**src/rtl/adc_trigger_capture.sv**
```systemverilog
// adc_trigger_capture
//   Edge-triggered post-trigger capture of a decimated 12-bit ADC stream.
//   After an arm request the block watches decimated samples for a crossing
//   of trig_level in the selected direction. The crossing sample and the
//   POST_DEPTH-1 decimated samples after it are pushed out on data_out.
//
// Parameters
//   POST_DEPTH   decimated samples emitted per trigger (1..65535)
//   AUTO_TIMEOUT ARMED cycles before a forced trigger (AUTO_TRIG_EN only)
//
// Build option
//   AUTO_TRIG_EN  when defined, ARMED forces a trigger after AUTO_TIMEOUT
//                 cycles; when undefined, ARMED waits for a crossing forever.
//
// Ports
//   clk, reset_n      rising-edge clock, async active-low reset
//   adc_data[11:0]    unsigned sample, one per clk
//   decim[7:0]        decimation ratio N (0 -> 1), latched on arm
//   trig_level[11:0]  unsigned threshold
//   trig_edge         0 = rising, 1 = falling
//   arm               single-cycle arm request (IDLE/DONE only)
//   data_out[11:0]    captured sample, zero when data_valid is low
//   data_valid        one pulse per emitted sample
//   busy              ARMED or CAPTURE
//   done              DONE
module adc_trigger_capture #(
  parameter int POST_DEPTH   = 1024,
  parameter int AUTO_TIMEOUT = 1048576
) (
  input  logic        clk,
  input  logic        reset_n,
  input  logic [11:0] adc_data,
  input  logic [7:0]  decim,
  input  logic [11:0] trig_level,
  input  logic        trig_edge,
  input  logic        arm,
  output logic [11:0] data_out,
  output logic        data_valid,
  output logic        busy,
  output logic        done
);

  typedef enum logic [1:0] {
    IDLE    = 2'b00,
    ARMED   = 2'b01,
    CAPTURE = 2'b10,
    DONE    = 2'b11
  } state_t;

  localparam logic [15:0] LAST_IDX = 16'(POST_DEPTH - 1);

  if (POST_DEPTH < 1 || POST_DEPTH > 65535 || AUTO_TIMEOUT < 1) begin : g_bad_param
    $error("adc_trigger_capture: parameter out of range");
  end

  state_t      state_q, state_d;
  logic [11:0] s1_q;
  logic [11:0] prev_q, prev_d;
  logic        pv_q, pv_d;          // prev holds a sample from this arming
  logic [7:0]  dc_q, dc_d;
  logic [7:0]  nm1_q, nm1_d;        // latched N-1
  logic [15:0] idx_q, idx_d;
  logic [11:0] dout_q, dout_d;
  logic        dv_q, dv_d;

  logic strobe, arm_ok, trig, force_trig, emit;

  assign strobe = (dc_q == 8'd0);
  assign arm_ok = arm && (state_q == IDLE || state_q == DONE);
  assign trig   = strobe && pv_q &&
                  (trig_edge ? (prev_q >= trig_level && s1_q <  trig_level)
                             : (prev_q <  trig_level && s1_q >= trig_level));

`ifdef AUTO_TRIG_EN
  localparam int          TW   = $clog2(AUTO_TIMEOUT + 1);
  localparam logic [TW-1:0] TLIM = TW'(AUTO_TIMEOUT - 1);
  logic [TW-1:0] tmo_q;

  // tmo_q counts completed ARMED cycles, so the current cycle is the
  // (tmo_q+1)-th; force once that reaches AUTO_TIMEOUT. Saturates.
  always_ff @(posedge clk or negedge reset_n) begin
    if (!reset_n)                                   tmo_q <= '0;
    else if (arm_ok)                                tmo_q <= '0;
    else if (state_q == ARMED && tmo_q != TLIM)     tmo_q <= tmo_q + 1'b1;
  end

  assign force_trig = (state_q == ARMED) && (tmo_q == TLIM);
`else
  assign force_trig = 1'b0;
`endif

  always_comb begin
    state_d = state_q;
    dc_d    = (dc_q == nm1_q) ? 8'd0 : dc_q + 8'd1;
    nm1_d   = nm1_q;
    prev_d  = prev_q;
    pv_d    = pv_q;
    idx_d   = idx_q;
    dout_d  = 12'd0;
    dv_d    = 1'b0;
    emit    = 1'b0;

    if (strobe) begin
      prev_d = s1_q;
      pv_d   = 1'b1;
    end

    case (state_q)
      ARMED:   emit = strobe && (trig || force_trig);
      CAPTURE: emit = strobe;
      default: emit = 1'b0;
    endcase

    // The trigger sample itself is sample 0, emitted on the same edge.
    if (emit) begin
      dout_d = s1_q;
      dv_d   = 1'b1;
      if (idx_q == LAST_IDX) begin
        state_d = DONE;
        idx_d   = 16'd0;
      end else begin
        state_d = CAPTURE;
        idx_d   = idx_q + 16'd1;
      end
    end

    // Arming restarts decimation phase so the first strobe is the next cycle.
    if (arm_ok) begin
      state_d = ARMED;
      dc_d    = 8'd0;
      nm1_d   = (decim == 8'd0) ? 8'd0 : decim - 8'd1;
      pv_d    = 1'b0;
      idx_d   = 16'd0;
    end
  end

  always_ff @(posedge clk or negedge reset_n) begin
    if (!reset_n) begin
      state_q <= IDLE;
      s1_q    <= '0;
      prev_q  <= '0;
      pv_q    <= 1'b0;
      dc_q    <= '0;
      nm1_q   <= '0;
      idx_q   <= '0;
      dout_q  <= '0;
      dv_q    <= 1'b0;
    end else begin
      state_q <= state_d;
      s1_q    <= adc_data;
      prev_q  <= prev_d;
      pv_q    <= pv_d;
      dc_q    <= dc_d;
      nm1_q   <= nm1_d;
      idx_q   <= idx_d;
      dout_q  <= dout_d;
      dv_q    <= dv_d;
    end
  end

  assign data_out   = dout_q;
  assign data_valid = dv_q;
  assign busy       = (state_q == ARMED) || (state_q == CAPTURE);
  assign done       = (state_q == DONE);

endmodule

```
**config.mk**
```make
export PLATFORM = sky130hd
export DESIGN_NAME = adc_trigger_capture
export DESIGN_NICKNAME = d
export VERILOG_FILES = /design/src/rtl/adc_trigger_capture.sv
export SDC_FILE = /design/constraint.sdc
export NUM_CORES = 1
export LEC_CHECK = 0
export ABC_AREA = 1
export CAP_MARGIN = 20
export CORE_MARGIN = 4
export CORE_UTILIZATION = 50
export DETAILED_ROUTE_END_ITERATION = 16
export PLACE_DENSITY = 0.76
export SYNTH_ARGS = -nofsm -noshare
export SYNTH_HDL_FRONTEND = slang
export SYNTH_SLANG_ARGS = --single-unit
```
**constraint.sdc**
```tcl
create_clock -name clk -period 1.7 [get_ports clk]
set_input_delay 0.255 -clock clk [delete_from_list [all_inputs] [get_ports clk]]
set_output_delay 0.255 -clock clk [all_outputs]
set_load 0.01 [all_outputs]
```
==> reports/results.tsv <==
stage	metric	value	unit
outcome	status	finished, violations left	
outcome	violations	setup timing	
synth	synth.distinct_cells	29	
cts	cts_buffer_depth	2	
finish	final_nets	642	
drt	firstDrtPassIters	5	
timing	skew	0.01744	ns
setup_path	path_cells	ha_4 > nand2_4 > nor2_2 > nand2_1 > inv_1 > nand2_1 > inv_1 > nor2_1 > nand2_1 > nand2_2 > nand3_4 > nand2_8 > nand2_8 > clkbuf_16 > nor2_4	
drt	drtIter0Drc	240	
hold_path	min_from	adc_data[7]	
place	dp_slack	-0.7138	ns
cts	htreeDepth	3	
die	dieWidth	97.14	um
flow_run	cap_viol_max_count	0	
finish	drive_gt1_share	25.00	%
synth	avgSynthCellArea	8.328	sq um
setup_path	critPathLaunchType	flip-flop	
drt	drc	0	
hold_path	holdPathStages	1	
grt	grt_pass1_wl	15.78	mm
die	die_h	97.14	um
setup_path	critPathCaptureType	flip-flop	
synth	synthTopCellsByArea	dfrtp_1, nand2_1, ha_1, inv_1, nor2_1	
cts	cts-root-buf	clkbuf_8	
synth	synthTopCellsByCount	nand2_1, inv_1, dfrtp_1, nor2_1, ha_1	
setup_path	critPathSlowestCell	dfrtp_1	
drt	drt-total-wl	11.18	mm
setup_path	rr_worst_depth	15	
setup_path	cp.required	1.94	ns
grt	track_usage	20.33	%
grt	grt_pass1_vias	3544	
synth	synth-edff-count	0	
setup_path	critPathMostFrequentCell	nand2_1	
timing	finalHoldViolations	0	
synth	synth_top_area_share	45.35	%
synth	async_reset_ff_share	100.0	%
timing	grt_setup_unrepaired	true	
drt	viasPerCell	5.339	
synth	synth_most_common_cell	nand2_1	
timing	max_freq	0.4710	GHz
timing	relSlewSlack	73.85	%
pwr	p_leak	2.863	nW
synth	synth_fp_nets	544	
finish	syn2layout_area_growth	42.74	%
grt	overflow	0	
die	io_pins	51	
grt	grt_start_max_net_pins	73	
hold_path	hp-class	in -> reg	
drt	post_drt_wl_per_cell	16.39	um
pwr	power.total	0.003927	W
cts	cts_buffers	9	
pwr	pwr_density_cell	692.6	nW/um^2
timing	slew_violations	0	
grt	antenna_found_initial	0	
synth	synth-seq-cells	72	
timing	whs	0.3277	ns
setup_path	startpoint	s1_q[7]	
finish	diodes	0	
synth	synth_ff_type	dfrtp_1	
synth	synth.largest_area_cell	dfrtp_1	
drt	vias	3641	
synth	ys_seq_area_share	45.35	%
timing	worstMarginPinSlew	0.3922	ns
timing	finalCritPeriodShare	124.9	%
place	place.gp.congestion	0.8435	
cts	tritoncts	yes	
setup_path	r2r_start	s1_q[7]	
place	dp.final_hpwl	6.214	mm
hold_path	hold_end	s1_q[7]	
timing	finalSetupViolCount	31	
synth	syn-cell-area	3973	sq um
cts	clk_pin_slew	0.09	ns
timing	period_minus_slack	2.123	ns
pwr	peakVddDrop	0.3854	mV
setup_path	timing.rr.end	data_out[8]	
place	port_buffers	50	
die	initial_core_util	51.41	%
setup_path	critical_path_peak_fanout	7	
setup_path	critPathMaxStageDelay	0.45	ns
die	dieArea	9435	sq um
synth	ys.warnings.count	0	
die	rows	32	
setup_path	path_class	reg -> reg	
drt	drtAntennaViolNets	0	
cts	cts.sink_count	72	
cts	clock_latency	0.36	ns
setup_path	reg2reg_slack	-0.42	ns
synth	syn_inst	477	
die	fp.coreArea	7727	sq um
timing	fin_ws	-0.4233	ns
setup_path	cp.arrival	2.36	ns
[layout by cell type (no fill, tap or decap), drive strengths merged]
cell and n:
nor2 46, nor3b 2, a21oi 10, a21o 2, nor3 6, dlygate4sd2 3
o41ai 1, nand3b 1, dlygate4sd3 1, xnor2 5, nor4 3, clkbuf 12
xor2 18, o22ai 7, o31ai 1, inv 80, clkinv 2, dlymetal6s2s 6
o21ai 15, buf 45, clkinvlp 1, nand2 110, ha 31, o21bai 1
clkdlybuf4s50 39, nand3 31, nand4 26, dfrtp 72, bufinv 3
[timing repair]
action / CTS / global route
pin swaps: 19 / 35
setup buffers: 2 / 5
gates resized for setup: 34 / 70
endpoints found under the hold margin: 72 / 0
cloned: 3 / 1
endpoints found under the setup margin: 33 / 34
hold buffers: 1 / 0
[kinds of logic (layout without fill, tap and decap cells)]
family	after synthesis	in the layout	synth area share, %
simple gates	223	225	25.13
buf+inv	91	192	9.260
flops	72	72	45.35
compound gates	37	37	5.417
fa+ha+maj	31	31	9.764
xor+xnor	23	23	5.071
[critical path: cells and delay by family, from the launching register on]
family / cells / cell delay (ns)
AND/OR/NAND/NOR: 11 / 0.90
flip-flops: 1 / 0.45
buffers and inverters: 3 / 0.31
adder cells (fa/ha/maj): 1 / 0.32
[how the worst max path moves through the flow]
| stage | end | slack [ns] | cells after the start |
|---|---|---|---|
| after floorplan | state_q[0] | -0.09 | 13 |
| after global placement | data_out[1] | -0.64 | 14 |
| after detailed placement | data_out[10] | -0.71 | 15 |
| after CTS | data_out[10] | -0.24 | 12 |
| after global routing | data_out[7] | -0.54 | 14 |
| final | data_out[8] | -0.42 | 15 |
[cell type report]
cell class | instances | area [sq um]
clock buffers | 10 | 127.6
clock inverters | 6 | 107.6
fillers | 507 | 2057
inverters | 80 | 300.3
multi-input cells | 316 | 2282
flip-flops and latches | 72 | 1802
well taps | 102 | 127.6
repair buffers | 96 | 923.4
[registers in the layout, summed over array words and instances, names as in the netlist]
name / count
data_out: 12
prev_q: 12
pv_q: 1
idx_q: 16
data_valid: 1
state_q: 2
nm1_q: 8
dc_q: 8
s1_q: 12
[through the flow]
stage	utilization [%]	std cells	instance area (sq um)	TNS, ns
finish	73.38	682	5670	-11.56
global route	73.38	682	5670	-14.91
CTS	68.31	676	5279	-6.587
detailed placement	62.52	654	4831	-20.64
global placement	62.52	654	4831	-18.53
floorplan	-	477	3980	-1.543
[where the power goes]
part / switching, W / internal [W]
sequential: 0.0000319 / 0.00174
clock: 0.000665 / 0.000971
combinational: 0.000270 / 0.000249
[routing by layer]
layer  vias to the layer above  part of all wire, %  global-route usage [%]
met5                         -                    0                       0
met4                         0                  3.4                   9.071
met3                        32                  5.5                   3.948
met2                       157                   51                   34.66
met1                      1720                   40                   24.98
li1                       1732                    -                       -
(Power assumes the default switching activity.)
